<file path="config.mk">
export PLATFORM = sky130hd
export DESIGN_NAME = rr_mux_n
export DESIGN_NICKNAME = d
export VERILOG_FILES = /design/src/rtl/rr_mux_pkg.sv /design/src/rtl/rr_mux_arbiter_n.sv /design/src/rtl/rr_mux_n.sv
export SDC_FILE = /design/constraint.sdc
export NUM_CORES = 1
export LEC_CHECK = 0
export ABC_AREA = 1
export ABC_CLOCK_PERIOD_IN_PS = 3800
export BUFFER_PORTS_ARGS = -buffer_cell sky130_fd_sc_hd__buf_2
export CAP_MARGIN = 20
export CORE_MARGIN = 3
export CORE_UTILIZATION = 50
export CTS_BUF_LIST = sky130_fd_sc_hd__clkbuf_8
export CTS_CLUSTER_SIZE = 25
export DETAILED_ROUTE_END_ITERATION = 10
export GPL_TIMING_DRIVEN = 0
export HOLD_SLACK_MARGIN = 0.03
export PLACE_DENSITY = 0.83
export SLEW_MARGIN = 20
export SYNTH_ARGS = -nofsm -noshare
export SYNTH_HDL_FRONTEND = slang
export SYNTH_HIERARCHICAL = 1
export SYNTH_SLANG_ARGS = --single-unit
</file>
<file path="constraint.sdc">
create_clock -name clk -period 3.8 [get_ports clk]
set_clock_uncertainty 0.2 [all_clocks]
set_input_delay 0.76 -clock clk [delete_from_list [all_inputs] [get_ports clk]]
set_output_delay 0.76 -clock clk [all_outputs]
set_load 0.02 [all_outputs]
</file>
<file path="src/rtl/rr_mux_pkg.sv">
// rr_mux_pkg: shared mode encodings and lock-state type for the rr_mux_n slice.
package rr_mux_pkg;

    localparam logic MODE_FIXED = 1'b0;
    localparam logic MODE_RR    = 1'b1;

    typedef enum logic {
        ARB,
        LOCKED
    } lock_state_t;

endpackage

</file>
<file path="src/rtl/rr_mux_arbiter_n.sv">
// rr_arbiter_n: round-robin grant searching upward from ptr+1; lock pins the grant to ptr.
module rr_arbiter_n #(
    parameter  int NCH = 8,
    localparam int SW  = $clog2(NCH)
) (
    input  logic [NCH-1:0] req,
    input  logic [SW-1:0]  ptr,
    input  logic           lock,
    output logic [NCH-1:0] grant,
    output logic [SW-1:0]  idx,
    output logic           found
);

    logic [SW-1:0] c;

    // Scan from the farthest offset down so the nearest requester after ptr wins last.
    always_comb begin
        c     = '0;
        idx   = ptr;
        found = lock ? req[ptr] : 1'b0;
        if (!lock) begin
            for (int i = NCH; i >= 1; i--) begin
                c = ptr + SW'(i);
                if (req[c]) begin
                    idx   = c;
                    found = 1'b1;
                end
            end
        end
        grant = found ? (NCH'(1) << idx) : '0;
    end

endmodule

</file>
<file path="src/rtl/rr_mux_n.sv">
// rr_mux_n: N-channel fixed/round-robin mux with a one-word registered output stage.
// Define RR_MUX_LOCK_EN to add in_last and lock a round-robin grant until the last word.
module rr_mux_n
    import rr_mux_pkg::*;
#(
    parameter  int NCH = 8,
    parameter  int DW  = 8,
    localparam int SW  = $clog2(NCH)
) (
    input  logic              clk,
    input  logic              rst_n,
    input  logic              mode,
    input  logic [SW-1:0]     sel,
    input  logic [NCH-1:0]    in_valid,
    input  logic [NCH*DW-1:0] in_data,
    output logic [NCH-1:0]    in_ready,
    output logic              out_valid,
    output logic [DW-1:0]     out_data,
    output logic [SW-1:0]     out_ch,
    input  logic              out_ready
`ifdef RR_MUX_LOCK_EN
    ,
    input  logic [NCH-1:0]    in_last
`endif
);

    logic           load;
    logic           lock;
    logic [SW-1:0]  ptr;
    logic [NCH-1:0] rr_grant;
    logic [SW-1:0]  rr_idx;
    logic           rr_found;
    logic           fix_ok;
    logic           g_ok;
    logic [SW-1:0]  g_idx;
    logic [NCH-1:0] g_vec;
    logic           xfer;

    rr_arbiter_n #(.NCH(NCH)) u_arb (
        .req   (in_valid),
        .ptr   (ptr),
        .lock  (lock),
        .grant (rr_grant),
        .idx   (rr_idx),
        .found (rr_found)
    );

    assign load     = !out_valid || out_ready;
    assign fix_ok   = in_valid[sel];
    assign g_ok     = (mode == MODE_FIXED) ? fix_ok : rr_found;
    assign g_idx    = (mode == MODE_FIXED) ? sel : rr_idx;
    assign g_vec    = (mode == MODE_FIXED) ? (fix_ok ? (NCH'(1) << sel) : '0) : rr_grant;
    // rst_n gates the handshake so nothing is accepted while reset is held.
    assign xfer     = g_ok && load && rst_n;
    assign in_ready = xfer ? g_vec : '0;

    always_ff @(posedge clk or negedge rst_n) begin
        if (!rst_n) begin
            out_valid <= 1'b0;
            out_data  <= '0;
            out_ch    <= '0;
            ptr       <= SW'(NCH - 1);
        end else if (load) begin
            out_valid <= xfer;
            if (xfer) begin
                out_data <= in_data[g_idx*DW +: DW];
                out_ch   <= g_idx;
                if (mode == MODE_RR) ptr <= g_idx;
            end
        end
    end

`ifdef RR_MUX_LOCK_EN
    lock_state_t state;

    // A non-last RR word locks onto its channel; ptr already holds that channel while locked.
    always_ff @(posedge clk or negedge rst_n) begin
        if (!rst_n) begin
            state <= ARB;
        end else if (mode == MODE_FIXED) begin
            state <= ARB;
        end else if (xfer) begin
            state <= in_last[g_idx] ? ARB : LOCKED;
        end
    end

    assign lock = (state == LOCKED);
`else
    assign lock = 1'b0;
`endif

endmodule

</file>
### After elaboration in Yosys (flattened, before gate mapping)

Index checks and enable logic that the tools add are counted.

* latch bits: 0
* bits in registers: 15
* bits in writable memories: 0
* bits of input ports: 79
* ROM bits: 0
* logic and storage cells: 68
* memories kept: 0
* output and inout bits: 20

* muxes and demuxes: 39
* add/sub/neg operators: 7
* reductions and logical operators: 6
* eq/ne operators: 0
* divide/modulo/power cells: 0
* bitwise operators: 0
* $lt $le $gt $ge: 9
* $mul: 0
* shift-type cells: 3

Operator list (number)
* $shiftx 64x7->8: 1
* $lt 3x4->1 const B: 9
* $mux 8: 4
* $bmux 1 s3: 9
* $mux 3: 8
* $mux 1: 18
* $shl 1x3->8 const A: 2
* $add 3x3->3 const B: 4
* $add 3x2->3 const B: 2
* $add 3x1->3 const B: 1
* $reduce_and 3->1: 1
* $logic_and 1x1->1: 2
* $reduce_and 2->1: 1
* $logic_not 1->1: 1
* $logic_or 1x1->1: 1

### Depth between registers and ports, before layout

* depth after elaboration: 14
* mapped depth: 26
* depth with buffers taken out: 24

### By module

The synthesis kept the hierarchy.

By module, submodules not included
* rr_mux_n: cells each 345, area each 1850.5 µm², instances 1
* rr_arbiter_n: cells each 144, area each 797.0 µm², instances 1

### Least setup slack after synthesis

Ideal clock, no wire load.

* kind: register to output
* from: register ptr[1]
* to: output in_ready[2]
* setup slack: 236 ps
* buffers on the path: 1
* arrival: 2604 ps
* cell stages (with the launch flop): 17
* cell sequence: dfstp_2 -> buf_6 -> inv_2 -> ha_1 -> inv_2 -> nand3_2 -> nand3_2 -> nand2_2 -> a211oi_1 -> nand2_1 -> nand2_1 -> nand2_2 -> nand2_2 -> nand2_1 -> nor2_1 -> nand2_1 -> a21oi_1

* cells in the longest elaborated chain, start to end: 14
* elaborated cells between the ends (all ways): 45
* those cells by class: add/sub: 7; shift: 1; mux: 35; reduce/logical: 2

RTL lines
* start, declared: line rr_mux_n.sv:29 `logic [SW-1:0] ptr;`
* start signal, assigned: line rr_mux_n.sv:62 `ptr <= SW'(NCH - 1);`
* start signal, assigned: line rr_mux_n.sv:68 `if (mode == MODE_RR) ptr <= g_idx;`
* $add 3x3->3: line rr_mux_arbiter_n.sv:23 `c = ptr + SW'(i);`
* $bmux 1 s3: line rr_mux_arbiter_n.sv:24 `if (req[c]) begin`
* $mux 1 (implied by the code): line rr_mux_arbiter_n.sv:24
* $mux 3 (6 in series): line rr_mux_arbiter_n.sv:24
* $mux 3 (*): line rr_mux_arbiter_n.sv:24
* named net rr_idx[1]: line rr_mux_n.sv:31 `logic [SW-1:0] rr_idx;`
* $shl 1x3->8 (*): line rr_mux_arbiter_n.sv:30 `grant = found ? (NCH'(1) << idx) : '0;`
* $mux 8 (*): line rr_mux_arbiter_n.sv:30
* named net rr_grant[2]: line rr_mux_n.sv:30 `logic [NCH-1:0] rr_grant;`
* $mux 8 (*): line rr_mux_n.sv:52 `assign g_vec = (mode == MODE_FIXED) ? (fix_ok ? (NCH'(1) << sel) : '0) : rr_grant;`
* $mux 8 (*): line rr_mux_n.sv:55 `assign in_ready = xfer ? g_vec : '0;`
* end, declared: line rr_mux_n.sv:16 `output logic [NCH-1:0] in_ready,`

Mark *: on every way through the listed nets, which the timed path passes. The rest lies on a longest branch. The select of a mux whose other input is x is not followed.

### Final worst setup path

* from: register ptr[0]
* to: output in_ready[5]

* cells in the longest elaborated chain, start to end: 14
* elaborated cells between the ends (all ways): 45
* those cells by class: add/sub: 7; shift: 1; mux: 35; reduce/logical: 2

RTL lines
* $add 3x3->3 or $bmux 1 s3 (tied branches): line rr_mux_arbiter_n.sv:23, rr_mux_arbiter_n.sv:24
* $bmux 1 s3 or $mux 1 (tied branches): line rr_mux_arbiter_n.sv:24
* $mux 1 (implied by the code): line rr_mux_arbiter_n.sv:24
* $mux 1 (6 in series): line rr_mux_arbiter_n.sv:24
* $mux 1 (*): line rr_mux_arbiter_n.sv:24
* named net rr_found: line rr_mux_n.sv:32 `logic rr_found;`
* $mux 1: line rr_mux_n.sv:50 `assign g_ok = (mode == MODE_FIXED) ? fix_ok : rr_found;`
* $logic_and 1x1->1 (2 in series): line rr_mux_n.sv:54 `assign xfer = g_ok && load && rst_n;`
* $mux 8 (*): line rr_mux_n.sv:55

Marks and branches as above.

==> impl_results.html <==
<table>
<tr><th>Metric</th><th>Value</th></tr>
<tr><th colspan="2">Floorplanning</th></tr>
<tr><td>Standard-cell rows</td><td>25</td></tr>
<tr><td>Core Region</td><td>4910 um^2</td></tr>
<tr><td>Die width</td><td>78.8 um</td></tr>
<tr><td>Initial standard-cell utilization of the core</td><td>53.9%</td></tr>
<tr><td>Total Die Area</td><td>6200 um^2</td></tr>
<tr><td>I/O pin cnt</td><td>99</td></tr>
<tr><td>Vertical die dimension</td><td>78.8 um</td></tr>
<tr><th colspan="2">Timing</th></tr>
<tr><td>RSZ-0062 raised after global routing</td><td>yes</td></tr>
<tr><td>Final worst-path setup slack</td><td>-0.0445 ns</td></tr>
<tr><td>Final worst path period share</td><td>101%</td></tr>
<tr><td>Setup violators final</td><td>8</td></tr>
<tr><td>Number of pins with negative max-slew slack in the final report</td><td>0</td></tr>
<tr><td>Hold violation count in the final report</td><td>0</td></tr>
<tr><td>Final period demand of the worst path</td><td>3.84 ns</td></tr>
<tr><td>Accumulated negative setup slack</td><td>-0.149 ns</td></tr>
<tr><td>Highest clock rate</td><td>0.260 GHz</td></tr>
<tr><td>Tightest hold margin</td><td>0.203 ns</td></tr>
<tr><th colspan="2">Placement</th></tr>
<tr><td>Placed cell areas</td><td>3220 um^2</td></tr>
<tr><td>DPL Wire Length</td><td>6440 um</td></tr>
<tr><td>GP Congestion</td><td>0.956</td></tr>
<tr><td>Input/output buffers</td><td>96</td></tr>
<tr><td>Worst Setup Slack post-DPL</td><td>-0.163 ns</td></tr>
<tr><th colspan="2">Clock tree</th></tr>
<tr><td>TritonCTS sink count</td><td>15</td></tr>
<tr><td>Worst-Skew Late Latency</td><td>0.25 ns</td></tr>
<tr><td>Clock root buffer</td><td>sky130_fd_sc_hd__clkbuf_8</td></tr>
<tr><td>Number of hold-repair buffers added at the cts stage</td><td>0</td></tr>
<tr><td>Buffer levels on the longest clock path</td><td>2</td></tr>
<tr><td>Clock buffers created by TritonCTS</td><td>3</td></tr>
<tr><td>Post-CTS clock slew at the launch and capture registers of the worst setup and hold paths</td><td>0.06 ns</td></tr>
<tr><td>CTS tree</td><td>built</td></tr>
<tr><td>Number of levels the H-tree was split into</td><td>1</td></tr>
<tr><th colspan="2">Synth</th></tr>
<tr><td>Area share of the leading cell type in the synthesized netlist</td><td>24.8%</td></tr>
<tr><td>Cell types occupying the most area after synthesis</td><td>sky130_fd_sc_hd__nand2_1, sky130_fd_sc_hd__nand3_1, sky130_fd_sc_hd__dfrtp_1, sky130_fd_sc_hd__inv_1, sky130_fd_sc_hd__nand3_2</td></tr>
<tr><td>Avg Inst Size Synth</td><td>5.41 um^2</td></tr>
<tr><td>Post-synthesis cell type count</td><td>32</td></tr>
<tr><td>Warnings from Yosys</td><td>6</td></tr>
<tr><td>Synthesized instance count</td><td>489</td></tr>
<tr><td>Flops &amp; latches, synth</td><td>15</td></tr>
<tr><td>Synth Cell Area</td><td>2650 um^2</td></tr>
<tr><td>Cell type contributing the most total cell area after synthesis</td><td>sky130_fd_sc_hd__nand2_1</td></tr>
<tr><td>Sequential element share of the synthesized area</td><td>14.3%</td></tr>
<tr><th colspan="2">Route</th></tr>
<tr><td>DRC marker count from the first detailed-route iteration</td><td>291</td></tr>
<tr><td>Ratio of routed vias to standard cells</td><td>5.13</td></tr>
<tr><td>Pre-Repair DR Iteration Count</td><td>5</td></tr>
<tr><td>Detail Route Antenna Nets</td><td>0</td></tr>
<tr><td>Routed Wire Length</td><td>8560 um</td></tr>
<tr><td>Total number of vias</td><td>3460</td></tr>
<tr><td>DRC violations left</td><td>0</td></tr>
<tr><td>Average detailed-routed wire length per instance</td><td>12.7 um</td></tr>
<tr><th colspan="2">Layout</th></tr>
<tr><td>Area taken by multi-input logic gates</td><td>1950 um^2</td></tr>
<tr><td>Fill cell instance count of the final layout</td><td>452</td></tr>
<tr><td>Register Area</td><td>379 um^2</td></tr>
<tr><td>Number of inserted diodes</td><td>0</td></tr>
<tr><td>Post-layout net count</td><td>690</td></tr>
<tr><td>Fraction of layout instances using a drive strength above 1</td><td>35.5%</td></tr>
<tr><td>Highest-count cells in the layout ignoring fill and taps</td><td>sky130_fd_sc_hd__nand2_1, sky130_fd_sc_hd__nand3_1, sky130_fd_sc_hd__buf_2</td></tr>
<tr><td>Final design area excluding fillers</td><td>3600 um^2</td></tr>
<tr><td>Synth-to-Final Area Change</td><td>35.9%</td></tr>
<tr><td>Most common cell after layout, fill and taps aside</td><td>sky130_fd_sc_hd__nand2_1</td></tr>
<tr><th colspan="2">Power</th></tr>
<tr><td>Static leakage</td><td>0.00219 uW</td></tr>
<tr><td>Net Sw Frac</td><td>57.8%</td></tr>
<tr><td>Power density cells</td><td>852 nW/um^2</td></tr>
<tr><td>Internal power contribution</td><td>1290 uW</td></tr>
<tr><td>Max VDD drop</td><td>0.000467 V</td></tr>
<tr><td>Switching power of the nets</td><td>1770 uW</td></tr>
<tr><td>Part of the total power dissipated in combinational logic</td><td>86.5%</td></tr>
<tr><td>Reg power frac</td><td>9.2%</td></tr>
<tr><td>Clock network fraction of total power</td><td>4.3%</td></tr>
<tr><th colspan="2">Setup path</th></tr>
<tr><td>Crit path DAT</td><td>2.88 ns</td></tr>
<tr><td>Bufs and invs on worst path</td><td>5</td></tr>
<tr><td>Largest delay share family, worst path</td><td>simple AND/OR/NAND/NOR gates</td></tr>
<tr><td>Type of origin of the critical path</td><td>flip-flop</td></tr>
<tr><td>Kind of critical path</td><td>reg -&gt; out</td></tr>
<tr><td>Biggest fanout along the worst timing path</td><td>10</td></tr>
<tr><td>Req. time, crit path</td><td>2.84 ns</td></tr>
<tr><td>Sort of element at the end of the critical path</td><td>output port</td></tr>
<tr><td>Cells along the critical path</td><td>buf_6, inv_8, ha_4, inv_6, nand3_4, nand3_4, nand2_4, nor2_2, nand4_1, o21ai_1, nand3_1, o211a_1, nand2_2, buf_6, a21oi_1, buf_4</td></tr>
<tr><td>Slowest cell delay on critical path</td><td>0.54 ns</td></tr>
<tr><td>Crit path max-delay cell type</td><td>sky130_fd_sc_hd__dfstp_2</td></tr>
<tr><th colspan="2">Global route</th></tr>
<tr><td>Global-route total usage across every layer</td><td>25.2%</td></tr>
<tr><td>Vias in the first global route</td><td>2921</td></tr>
<tr><td>First-pass GRT wire length</td><td>13000 um</td></tr>
<tr><td>Number of antenna violations at the first check in global routing</td><td>0</td></tr>
<tr><td>Congestion Overflow GR</td><td>0</td></tr>
<tr><td>Maximum number of pins on one net before global-route repair</td><td>17</td></tr>
<tr><th colspan="2">Min path</th></tr>
<tr><td>Hold WC Path Type</td><td>in -&gt; async</td></tr>
<tr><th colspan="2">Status</th></tr>
<tr><td>Violated checks</td><td>setup timing</td></tr>
<tr><td>Run status</td><td>finished with violations</td></tr>
<tr><th colspan="2">Flow run</th></tr>
<tr><td>Max-cap violation count</td><td>0</td></tr>
</table>
-- final timing paths --
kind | start | endpoint | slack (ns) | depth (start not counted)
setup / recovery | ptr[0] | in_ready[5] | -0.04 | 16
hold / removal | rst_n | out_ch[0] | 0.20 | 1
setup reg to reg | ptr[1] | out_data[4] | 0.52 | 22
hold reg to reg | out_data[1] | out_data[1] | 0.28 | 2
max in group asynchronous | rst_n | ptr[0] | 2.90 | 1
min in group clk | out_data[1] | out_data[1] | 0.28 | 2
-- power by group through the flow --
stage | clock network [uW] | registers, uW | logic (uW)
final | 132 | 282 | 2650
after global routing | 141 | 290 | 2920
after CTS | 131 | 283 | 2290
after detailed placement | 0 | 284 | 2130
after global placement | 0 | 282 | 2100
after floorplan | 0 | 352 | 1610
-- metrics by stage --
stage          instances  total power [uW]  util, %
2_1_floorplan        492              1960        -
3_3_place_gp         655              2380     65.6
3_5_place_dp         655              2420     65.6
4_1_cts              669              2700     69.1
5_1_grt              675              3350     73.2
6_report             675              3070     73.2
-- cell type report --
cell class              instances  share of cell area, %
flip-flops and latches         15                   10.5
clock inverters                 1                  0.139
plain buffers                  21                   4.21
well taps                      67                   2.33
inverters                      90                   10.1
repair buffers                112                   17.4
multi-input cells             366                   54.1
clock buffers                   3                   1.15
-- what timing repair did --
| action | CTS | global route |
|---|---|---|
| resized for setup | 14 | 37 |
| cloned | 1 | 0 |
| setup endpoints to repair | 8 | 8 |
| pin swaps | 9 | 18 |
| buffers inserted | 9 | 6 |
-- registers in the layout (all words and copies together), names as in the netlist --
register and flops:
out_data 8, out_valid 1, out_ch 3, ptr 3
-- per-layer routing --
metal | vias up | global-route usage [%] | wire, um
met5 | - | 0 | 0
met4 | 0 | 4.20 | 129
met3 | 18 | 2.04 | 681
met2 | 149 | 40.8 | 4060
met1 | 1535 | 36.9 | 3690
li1 | 1758 | - | -
-- Yosys cell counts --
library cell	n
sky130_fd_sc_hd__o21ai_1	1
sky130_fd_sc_hd__o211a_1	1
sky130_fd_sc_hd__inv_8	2
sky130_fd_sc_hd__nand3b_1	1
sky130_fd_sc_hd__a21oi_4	1
sky130_fd_sc_hd__nor2_2	3
sky130_fd_sc_hd__nand3_2	13
sky130_fd_sc_hd__nor2_4	1
sky130_fd_sc_hd__clkinv_1	1
sky130_fd_sc_hd__nand2_1	175
sky130_fd_sc_hd__xnor2_2	1
sky130_fd_sc_hd__a21oi_1	12
sky130_fd_sc_hd__buf_4	6
sky130_fd_sc_hd__a31oi_1	2
sky130_fd_sc_hd__o21ai_4	1
sky130_fd_sc_hd__nand2_4	2
sky130_fd_sc_hd__nand2_2	18
sky130_fd_sc_hd__conb_1	1
sky130_fd_sc_hd__a211oi_1	1
sky130_fd_sc_hd__inv_2	11
sky130_fd_sc_hd__dfstp_2	3
sky130_fd_sc_hd__buf_2	10
sky130_fd_sc_hd__inv_1	76
sky130_fd_sc_hd__nand3_1	107
sky130_fd_sc_hd__buf_6	4
sky130_fd_sc_hd__clkbuf_1	1
sky130_fd_sc_hd__xor2_4	1
sky130_fd_sc_hd__dfrtp_1	12
sky130_fd_sc_hd__nand4_1	1
sky130_fd_sc_hd__ha_1	2
sky130_fd_sc_hd__o21ai_0	2
sky130_fd_sc_hd__nor2_1	16
-- cells by family (layout without fill, tap and decap cells) --
| kind of cell | count (synthesis) | in the layout | share of synthesized area, % |
|---|---|---|---|
| flops | 15 | 15 | 14.3 |
| simple gates | 337 | 337 | 59.0 |
| other cells | 1 | 4 | 0.142 |
| buf+inv | 111 | 227 | 18.8 |
| fa+ha+maj | 2 | 2 | 0.945 |
| xor+xnor | 2 | 2 | 1.65 |
| compound gates | 21 | 21 | 5.20 |
-- worst register-to-register path: cells and delay by family, from the launching register on --
family | cells | cell delay, ns
buf+inv | 4 | 0.51
simple gates | 16 | 1.24
flops | 1 | 0.56
compound gates | 1 | 0.30
fa+ha+maj | 1 | 0.35
No activity file was read; power rests on OpenSTA's default activity.
